`src/rtl/thor2022_sns_tracker_pkg.sv`:
```
// thor2022_sns_tracker_pkg: shared ROB size, sequence-number width, free value and sns array type
package thor2022_sns_tracker_pkg;
  localparam int REB_ENTRIES = 6;
  localparam int SNW = 6;
  localparam logic [SNW-1:0] SN_FREE = '1;
  localparam logic [3:0] REB_N = 4'(REB_ENTRIES);
  localparam logic [7:0] SLOT_MASK = 8'((1 << REB_ENTRIES) - 1);
  typedef logic [0:7][SNW-1:0] sns_arr_t;
endpackage

```
`src/rtl/thor2022_sns_tracker_if.sv`:
```
// thor2022_sns_tracker_if: enq0/enq1 (enq1 only with THOR2022_SNS_DUAL_ENQ_EN), ret, stomp in; sns, live, count, head, full, empty, err out
interface thor2022_sns_tracker_if;
  import thor2022_sns_tracker_pkg::*;
  logic enq0;
  logic [2:0] enq0_slot;
`ifdef THOR2022_SNS_DUAL_ENQ_EN
  logic enq1;
  logic [2:0] enq1_slot;
`endif
  logic ret;
  logic [2:0] ret_slot;
  logic [7:0] stomp;
  sns_arr_t sns;
  logic [7:0] live;
  logic [2:0] count;
  logic [2:0] head;
  logic full;
  logic empty;
  logic err;
  modport master (
    output enq0, enq0_slot,
`ifdef THOR2022_SNS_DUAL_ENQ_EN
    enq1, enq1_slot,
`endif
    ret, ret_slot, stomp,
    input sns, live, count, head, full, empty, err
  );
  modport slave (
    input enq0, enq0_slot,
`ifdef THOR2022_SNS_DUAL_ENQ_EN
    enq1, enq1_slot,
`endif
    ret, ret_slot, stomp,
    output sns, live, count, head, full, empty, err
  );
endinterface

```
`src/rtl/thor2022_sns_rank.sv`:
```
// thor2022_sns_rank: drops stomped slots and re-ranks survivors densely (live_in, sns_in, stomp -> sns_out, live_out, cnt)
module thor2022_sns_rank
  import thor2022_sns_tracker_pkg::*;
(
  input  logic [7:0] live_in,
  input  sns_arr_t   sns_in,
  input  logic [7:0] stomp,
  output sns_arr_t   sns_out,
  output logic [7:0] live_out,
  output logic [2:0] cnt
);
  logic [SNW-1:0] r [8];
  always_comb begin
    live_out = live_in & ~stomp & SLOT_MASK;
    for (int i = 0; i < 8; i++) begin
      r[i] = '0;
      for (int j = 0; j < 8; j++) r[i] = r[i] + SNW'(live_out[j] && sns_in[j] < sns_in[i]);
      sns_out[i] = live_out[i] ? r[i] : SN_FREE;
    end
    cnt = 3'($countones(live_out));
  end
endmodule

```
`src/rtl/thor2022_sns_tracker.sv`:
```
// thor2022_sns_tracker: dense ROB age numbers via retire, stomp, enqueue phases (clk, async rst, bus slave; THOR2022_SNS_DUAL_ENQ_EN adds enq1)
module thor2022_sns_tracker
  import thor2022_sns_tracker_pkg::*;
(
  input logic clk,
  input logic rst,
  thor2022_sns_tracker_if.slave bus
);
  logic [7:0] live_q, live1, live2, live_d;
  sns_arr_t sns_q, sns1, sns2, sns_d;
  logic [2:0] c, count_q, count_d, head_q, head_d, enq1_slot;
  logic [3:0] n1;
  logic ret_ok, e0_ok, e1_ok, enq1, err_q, err_d, full_q, empty_q;
`ifdef THOR2022_SNS_DUAL_ENQ_EN
  assign enq1 = bus.enq1;
  assign enq1_slot = bus.enq1_slot;
`else
  assign enq1 = 1'b0;
  assign enq1_slot = '0;
`endif
  always_comb begin
    ret_ok = bus.ret && live_q[bus.ret_slot];
    live1 = live_q;
    sns1 = sns_q;
    for (int i = 0; i < 8; i++) begin
      if (ret_ok && 3'(i) == bus.ret_slot) begin
        live1[i] = 1'b0;
        sns1[i] = SN_FREE;
      end else if (ret_ok && live_q[i] && sns_q[i] > sns_q[bus.ret_slot]) sns1[i] = sns_q[i] - 1'b1;
    end
  end
  thor2022_sns_rank u_rank (
    .live_in (live1),
    .sns_in  (sns1),
    .stomp   (bus.stomp),
    .sns_out (sns2),
    .live_out(live2),
    .cnt     (c)
  );
  always_comb begin
    e0_ok = bus.enq0 && {1'b0, bus.enq0_slot} < REB_N && !live2[bus.enq0_slot] && {1'b0, c} < REB_N;
    n1 = {1'b0, c} + 4'(e0_ok);
    e1_ok = enq1 && {1'b0, enq1_slot} < REB_N && !live2[enq1_slot] &&
            !(bus.enq0 && bus.enq0_slot == enq1_slot) && n1 < REB_N;
    live_d = live2;
    sns_d = sns2;
    if (e0_ok) begin
      live_d[bus.enq0_slot] = 1'b1;
      sns_d[bus.enq0_slot] = SNW'(c);
    end
    if (e1_ok) begin
      live_d[enq1_slot] = 1'b1;
      sns_d[enq1_slot] = SNW'(n1);
    end
    count_d = 3'(n1 + 4'(e1_ok));
    err_d = err_q || (bus.ret && !ret_ok) || (bus.enq0 && !e0_ok) || (enq1 && !e1_ok);
    head_d = 3'd7;
    for (int i = 7; i >= 0; i--) if (live_d[i] && sns_d[i] == '0) head_d = 3'(i);
  end
  always_ff @(posedge clk or posedge rst)
    if (rst) begin
      live_q <= '0;
      sns_q <= {8{SN_FREE}};
      count_q <= '0;
      head_q <= 3'd7;
      full_q <= 1'b0;
      empty_q <= 1'b1;
      err_q <= 1'b0;
    end else begin
      live_q <= live_d;
      sns_q <= sns_d;
      count_q <= count_d;
      head_q <= head_d;
      full_q <= {1'b0, count_d} == REB_N;
      empty_q <= count_d == '0;
      err_q <= err_d;
    end
  assign bus.live = live_q;
  assign bus.sns = sns_q;
  assign bus.count = count_q;
  assign bus.head = head_q;
  assign bus.full = full_q;
  assign bus.empty = empty_q;
  assign bus.err = err_q;
endmodule

```
`src/flat_wrapper.sv`:
```
// flat-port wrapper written by rule: the top's interface ports become plain ports
module thor2022_sns_tracker_flat import thor2022_sns_tracker_pkg::*;
  (clk, rst, bus_enq0, bus_enq0_slot, bus_ret, bus_ret_slot, bus_stomp, bus_sns, bus_live, bus_count, bus_head, bus_full, bus_empty, bus_err);
  thor2022_sns_tracker_if bus_i ();
  input logic clk;
  input logic rst;
  input wire logic [$bits(bus_i.enq0)-1:0] bus_enq0;
  input wire logic [$bits(bus_i.enq0_slot)-1:0] bus_enq0_slot;
  input wire logic [$bits(bus_i.ret)-1:0] bus_ret;
  input wire logic [$bits(bus_i.ret_slot)-1:0] bus_ret_slot;
  input wire logic [$bits(bus_i.stomp)-1:0] bus_stomp;
  output wire logic [$bits(bus_i.sns)-1:0] bus_sns;
  output wire logic [$bits(bus_i.live)-1:0] bus_live;
  output wire logic [$bits(bus_i.count)-1:0] bus_count;
  output wire logic [$bits(bus_i.head)-1:0] bus_head;
  output wire logic [$bits(bus_i.full)-1:0] bus_full;
  output wire logic [$bits(bus_i.empty)-1:0] bus_empty;
  output wire logic [$bits(bus_i.err)-1:0] bus_err;
  assign bus_i.enq0 = bus_enq0;
  assign bus_i.enq0_slot = bus_enq0_slot;
  assign bus_i.ret = bus_ret;
  assign bus_i.ret_slot = bus_ret_slot;
  assign bus_i.stomp = bus_stomp;
  assign bus_sns = bus_i.sns;
  assign bus_live = bus_i.live;
  assign bus_count = bus_i.count;
  assign bus_head = bus_i.head;
  assign bus_full = bus_i.full;
  assign bus_empty = bus_i.empty;
  assign bus_err = bus_i.err;
  thor2022_sns_tracker u_core (.clk(clk), .rst(rst), .bus(bus_i));
endmodule
```
`config.mk`:
```
export PLATFORM = sky130hd
export DESIGN_NAME = thor2022_sns_tracker_flat
export DESIGN_NICKNAME = d
export VERILOG_FILES = /design/src/rtl/thor2022_sns_tracker_pkg.sv /design/src/rtl/thor2022_sns_tracker_if.sv /design/src/rtl/thor2022_sns_rank.sv /design/src/rtl/thor2022_sns_tracker.sv /design/src/flat_wrapper.sv
export SDC_FILE = /design/constraint.sdc
export NUM_CORES = 1
export LEC_CHECK = 0
export CORE_MARGIN = 2
export CORE_UTILIZATION = 60
export DETAILED_ROUTE_END_ITERATION = 8
export GPL_ROUTABILITY_DRIVEN = 0
export MAX_ROUTING_LAYER = met4
export PLACE_DENSITY = 0.91
export SYNTH_ARGS = -nofsm -noshare
export SYNTH_HDL_FRONTEND = slang
export SYNTH_SLANG_ARGS = --single-unit
```
`constraint.sdc`:
```
create_clock -name clk -period 15.05 [get_ports clk]
set_clock_uncertainty 0.1 [all_clocks]
set_input_delay 3.01 -clock clk [delete_from_list [all_inputs] [get_ports clk]]
set_output_delay 3.01 -clock clk [all_outputs]
set_load 0.05 [all_outputs]
```
* After elaboration in Yosys (flattened, before gate mapping)
Cells that the tools add are included.
** Cells by class
- Add/sub/neg operators :: 42
- Equality and inequality tests :: 6
- Reductions and logical operators :: 83
- Bitwise logic cells :: 5
- Order comparisons :: 50
- Multiplexer cells :: 45
** Operators with widths (number)
- $lt 6x6->1 :: 36
- $mux 6 :: 21
- $logic_and 1x1->1 :: 69
- $bwmux 48 :: 1
- $mux 48 :: 1
- $logic_not 6->1 :: 7
- $add 5x1->6 :: 6
- $gt 6x6->1 :: 6
- $sub 6x1->6 const B :: 6
- $add 4x1->5 :: 6
- $add 3x1->4 :: 6
- $add 1x1->2 :: 9
- $add 2x1->3 :: 6
- $bmux 6 s3 :: 1
- $demux 6 s3 :: 1
- $mux 3 :: 4
- $mux 1 :: 10
- $ge 4x4->1 const B :: 2
- $lt 3x4->1 const B :: 2
- $mux 8 :: 1
- $not 3->4 :: 2
- $or 6x8->8 :: 1
- $add 3x3->3 :: 2
- $and 6x6->6 :: 1
- 15 further kinds :: 24
** Storage, ports and cells
- Register bits :: 65
- Output and inout port bits :: 65

* Logic depth before layout (Yosys ltp)
- Word-level depth :: 27
- Depth in mapped cells :: 27
- Gate-level depth less buffers :: 25

* By module
Synthesis repeated with hierarchy kept, for this count alone.
** Second synthesis, totals
- Cells, all modules :: 981
- Area, all modules :: 8650.8 sq um
** By module, submodules not included
- thor2022_sns_tracker :: times used 1, area an instance 5595.4 sq um, cells each 606
- thor2022_sns_rank :: times used 1, area an instance 3055.4 sq um, cells each 375

* Least setup slack after synthesis
No wires, ideal clock.
- Kind :: in2reg
- Start :: input port bus_ret_slot[0]
- End :: register u_core.head_q[0] (netlist: u_core.bus.head[0])
- Buffers on the path :: 2
- Data arrival time :: 9.033 ns
- Stages on the path :: 26
- Path slack :: 5.833 ns
- Library setup time :: 0.084 ns
- Cell sequence :: buf_6 buf_2 mux4_2 mux2i_1 ha_1 nor2b_1 o21a_1 o21a_1 o211ai_2 nor2_1 a211oi_1 ha_1 and3_1 and3_1 a221o_1 a21oi_1 nand2_1 fa_1 inv_1 ha_1 ha_1 fa_1 nor4_1 a41oi_1 o21bai_1 a21oi_1
** On the way
- Cells in the longest elaborated chain, start to end :: 26
- Elaborated cells on any way between the ends :: 200
** Ends and longest elaborated chain
- start: declaration :: line flat_wrapper.sv:10 : input wire logic [$bits(bus_i.ret_slot)-1:0] bus_ret_slot;
- $not 3->4 (not written as such) :: line thor2022_sns_tracker.sv:29 : end else if (ret_ok && live_q[i] && sns_q[i] > sns_q[bus.ret_slot]) sns1[i] = sns_q[i] - 1'b1;
- $bmux 6 s3 :: line thor2022_sns_tracker.sv:29
- $mux 6 (not written as such) (2 in a row) :: line thor2022_sns_tracker.sv:29
- $gt 6x6->1 :: line thor2022_sns_tracker.sv:29
- $logic_and 1x1->1 :: line thor2022_sns_tracker.sv:29
- $mux 6 :: line thor2022_sns_tracker.sv:29
- $mux 6 :: line thor2022_sns_tracker.sv:26 : if (ret_ok && 3'(i) == bus.ret_slot) begin
- $lt 6x6->1 :: line thor2022_sns_rank.sv:17 : for (int j = 0; j < 8; j++) r[i] = r[i] + SNW'(live_out[j] && sns_in[j] < sns_in[i]);
- [... 7 more ...]
- $bwmux 48 :: line thor2022_sns_tracker.sv:49 : sns_d[bus.enq0_slot] = SNW'(c);
- $mux 48 :: line thor2022_sns_tracker.sv:47 : if (e0_ok) begin
- $logic_not 6->1 :: line thor2022_sns_tracker.sv:58 : for (int i = 7; i >= 0; i--) if (live_d[i] && sns_d[i] == '0) head_d = 3'(i);
- $logic_and 1x1->1 :: line thor2022_sns_tracker.sv:58
- $mux 2 (2 in a row) :: line thor2022_sns_tracker.sv:58
- $mux 3 (3 in a row) :: line thor2022_sns_tracker.sv:58
- $mux 3 (*) :: line thor2022_sns_tracker.sv:58
- net u_core.head_d[0] :: line thor2022_sns_tracker.sv:11 : logic [2:0] c, count_q, count_d, head_q, head_d, enq1_slot;
- end signal: assignment :: line thor2022_sns_tracker.sv:65 : head_q <= 3'd7;
- end signal: assignment :: line thor2022_sns_tracker.sv:73 : head_q <= head_d;
- end: declaration :: line thor2022_sns_tracker.sv:11
The timed path passes the listed nets; every way through them passes the cells marked *. The select of a mux whose other input is x is not followed.

* Final worst setup path
- Start :: input port bus_ret_slot[1]
- End :: register u_core.head_q[0] (netlist: u_core.bus.head[0])
The elaborated chain is that of the path after synthesis.

==> summary.md <==
| Metric | Value |
|---|---|
| Status | `finished clean` |
| CTS tree | `yes` |
| Actual slew at the worst max-slew pin | `1100 ps` |
| Number of synthesized register bits | `49` |
| Total clock buffers created by CTS | `5` |
| Wire length of the first global-routing pass | `32300 µm` |
| Largest delay contributor family on the critical path | `compound AO/OA/AOI/OAI gates` |
| Cell variety after synth | `69` |
| Sequential cell area fraction in the yosys report | `19.4%` |
| # H-tree levels | `2` |
| Number of global-route vias before repair | `6438` |
| GR Overflow Total | `0` |
| Buffer levels on the longest clock path | `2` |
| Combinational share of power | `52.5%` |
| # clock sinks | `49` |
| Average routed wire per standard cell | `22.3 µm` |
| Width of the chip | `108 µm` |
| Final Setup Violations | `0` |
| Setup total negative slack | `0 ps` |
| Total Power | `500 µW` |
| Num rows | `38` |
| Violation count after the first detailed-routing iteration | `791` |
| Number of warning messages in the yosys log | `0` |
| Final max-slew violation count | `0` |
| Crit Path Category | `in -> reg` |
| Delay contributed by the slowest stage of the critical path | `930 ps` |
| DRC | `0` |
| Final critical-path setup slack | `4140 ps` |
| Ant diodes | `0` |
| Number of optimization iterations in the first detailed-route pass | `8` |
| Design Area, Final | `7450 µm²` |
| Count of fill cells added during filler insertion | `761` |
| Flip-flop cell with the highest count after synthesis | `sky130_fd_sc_hd__dfstp_2` |
| Mapped Cells | `738` |
| Most used cell along the critical path | `sky130_fd_sc_hd__ha_1` |
| Post-CTS setup buffer count | `0` |
| Remaining max-slew budget at the tightest pin | `26.2%` |
| Placed Area | `7360 µm²` |
| Effective utilization at floorplan | `60.9%` |
| Cell Area, Synth | `6540 µm²` |
| Worst ir drop on vdd | `0.0000822 V` |
| Total Wirelength | `21000 µm` |
| Clock input transition at the sequential cells of the worst setup and hold paths | `80 ps` |
| Library cell used as clock root buffer | `sky130_fd_sc_hd__clkbuf_8` |
| Clock period minus worst slack | `10910 ps` |
| Maximum frequency from static timing analysis | `0.0916 GHz` |
| Critical Path RT | `15170 ps` |
| Fraction of final layout cells sized beyond drive strength 1 | `8.98%` |
| Ratio of routed vias to standard cells | `6.82` |
| Kind of start point of the critical path | `input pin` |
| Die boundary height | `108 µm` |
| RSZ-0062 raised after global routing | `false` |
| Net Switching | `223 µW` |
| PortBufs | `80` |
| Total Nets Final | `971` |
| Dpl ws | `4110 ps` |
| Critical Path Sink Type | `register` |
| Pwr dens | `67.1 nW/µm²` |
| Relative contribution of the clock network to total power | `15.2%` |
| Area enclosed by the die boundary | `11800 µm²` |
| Layout-stage area growth over the synthesis result | `13.9%` |
| GRT Overall Usage | `36.9%` |
| Number of buffers inserted by hold repair at cts | `0` |
| Net switching fraction of the power | `44.6%` |
| Critical path cell sequence | `clkdlybuf4s50_1 > mux4_2 > o21ai_0 > ha_1 > nand4_1 > nand2_1 > a211o_1 > o21ai_0 > o31a_1 > ha_1 > a21o_1 > a21o_1 > a211oi_1 > nand2_1 > fa_1 > inv_1 > ha_1 > ha_1 > fa_1 > nor4_1 > a41oi_1 > o21bai_1 > a21oi_1` |
| Number of antenna violations at the first check in global routing | `0` |
| Share of the clock period used by the worst path | `72.5%` |
| Proportion of power drawn by flip-flops and latches | `32.3%` |
| Top Ports | `83` |
| LEAKAGE | `0.00366 µW` |
| Maximum number of pins on one net before global-route repair | `50` |
| Routed Antenna Nets | `0` |
| Post-synth ARST share | `100%` |
| Slowest cell on the critical path | `sky130_fd_sc_hd__clkdlybuf4s50_1` |
| Internal power consumption | `277 µW` |
| Fin. Hold Viols | `0` |
| Count of flip-flops with a built-in enable after synthesis | `0` |
| Class of the tightest hold or removal check | `reg -> reg` |
| Core footprint | `10700 µm²` |
| Post-Route Hold Slack | `426 ps` |
| Number of max-cap violations | `0` |
| Total number of vias | `6429` |
| Post-detail-place hpwl | `16500 µm` |
| Per-instance average area after synthesis | `8.86 µm²` |
| Insertion delay to the later sink of the worst-skew pair | `300 ps` |
| Post_cts resized | `0` |
| WP data arrival | `11030 ps` |
| Highest fanout seen on the critical path | `14` |
| Combined buffer and inverter count along the critical path | `2` |
==> synth_stat cells (10+ instances only) <==
| cell type | number | area (µm²) |
|---|---|---|
| sky130_fd_sc_hd__a211oi_1 | 17 | 128 |
| sky130_fd_sc_hd__a21o_1 | 28 | 210 |
| sky130_fd_sc_hd__a21oi_1 | 32 | 160 |
| sky130_fd_sc_hd__and2_1 | 19 | 119 |
| sky130_fd_sc_hd__buf_4 | 16 | 120 |
| sky130_fd_sc_hd__clkbuf_1 | 10 | 37.5 |
| sky130_fd_sc_hd__dfrtp_1 | 13 | 325 |
| sky130_fd_sc_hd__dfstp_2 | 36 | 946 |
| sky130_fd_sc_hd__fa_1 | 15 | 300 |
| sky130_fd_sc_hd__ha_1 | 137 | 1710 |
| sky130_fd_sc_hd__inv_1 | 77 | 289 |
| sky130_fd_sc_hd__nand2_1 | 43 | 161 |
| sky130_fd_sc_hd__nand3_1 | 17 | 85.1 |
| sky130_fd_sc_hd__nand4_1 | 19 | 119 |
| sky130_fd_sc_hd__nor2_1 | 56 | 210 |
| sky130_fd_sc_hd__nor2b_1 | 11 | 68.8 |
| sky130_fd_sc_hd__nor3_1 | 26 | 130 |
| sky130_fd_sc_hd__o21a_1 | 11 | 82.6 |
| sky130_fd_sc_hd__o21ai_0 | 19 | 95.1 |
==> flip-flops by register name (all words and copies together), names as in the netlist <==
signal,flops
u_core.bus.empty,1
u_core.bus.live,8
u_core.bus.count,3
u_core.bus.head,3
u_core.bus.err,1
u_core.bus.full,1
u_core.bus.sns,32
==> cell usage in the layout, fill, tap and decap left out, types with 11 or more instances in the layout <==
master,n
sky130_fd_sc_hd__fa_1,15
sky130_fd_sc_hd__nand4_1,19
sky130_fd_sc_hd__nor2_1,56
sky130_fd_sc_hd__nor2b_1,11
sky130_fd_sc_hd__nand3_1,17
sky130_fd_sc_hd__a21oi_1,32
sky130_fd_sc_hd__nor3_1,26
sky130_fd_sc_hd__a21o_1,28
sky130_fd_sc_hd__clkdlybuf4s50_1,80
sky130_fd_sc_hd__ha_1,137
sky130_fd_sc_hd__o21a_1,11
sky130_fd_sc_hd__and2_1,19
sky130_fd_sc_hd__inv_1,76
sky130_fd_sc_hd__o21ai_0,19
sky130_fd_sc_hd__a211oi_1,17
sky130_fd_sc_hd__dfrtp_1,13
sky130_fd_sc_hd__dfstp_2,36
sky130_fd_sc_hd__nand2_1,43
==> per-stage QoR <==
step           utilization (%)  std cells
2_1_floorplan                -        746
3_3_place_gp              68.5        934
3_5_place_dp              68.5        934
4_1_cts                   69.3        942
5_1_grt                   69.3        942
6_report                  69.3        942
==> worst paths after layout <==
check | slack (ps) | cells after the start | end | from
setup / recovery | 4140 | 23 | u_core.bus.head[0] | bus_ret_slot[1]
max in group asynchronous | 11100 | 2 | u_core.bus.live[3] | rst
setup reg to reg | 6980 | 23 | u_core.bus.head[0] | u_core.bus.sns[24]
min in group asynchronous | 3160 | 2 | u_core.bus.live[6] | rst
hold reg to reg | 430 | 2 | u_core.bus.err | u_core.bus.err
hold / removal | 430 | 2 | u_core.bus.err | u_core.bus.err
==> kinds of logic after synthesis <==
family,share of synthesized area [%]
adders and majority gates,30.8
buffers and inverters,7.54
xor gates and xnor gates,1.74
AOI/OAI and AO/OA,17.0
DFF,19.4
and+or+nand+nor,18.3
muxes,5.05
other,0.115
==> final cells by class <==
type	count	area (µm²)	area share, %
clock buffers	6	72.6	0.974
clock inverters	2	15.0	0.202
inverters	78	293	3.93
multi-input cells	585	4810	64.5
flip-flops and latches	49	1270	17.1
well taps	140	175	2.35
repair buffers	82	816	11.0
==> power by group through the flow <==
stage	clock [µW]	combinational [µW]	sequential, µW
4_1_cts	77.0	254	160
6_report	76.0	262	161
2_1_floorplan	0	148	191
5_1_grt	82.1	280	162
3_3_place_gp	0	238	162
3_5_place_dp	0	252	162
==> metal layers <==
layer / up-vias / part of all wire, % / global-route usage [%]
met5: - / 0 / -
met3: 165 / 11 / 7.23
met2: 507 / 44 / 56.2
li1: 2758 / - / -
met4: 0 / 8.0 / 22.5
met1: 2999 / 37 / 45.2
==> worst register-to-register path, delay by kind of cell (launching register included) <==
family | cells | cell delay (ps)
AOI/OAI and AO/OA | 10 | 3650
adders and majority gates | 6 | 2270
buffers and inverters | 2 | 180
DFF | 1 | 590
muxes | 1 | 520
and+or+nand+nor | 4 | 680
Note: power is estimated with default switching activity, not from simulation.
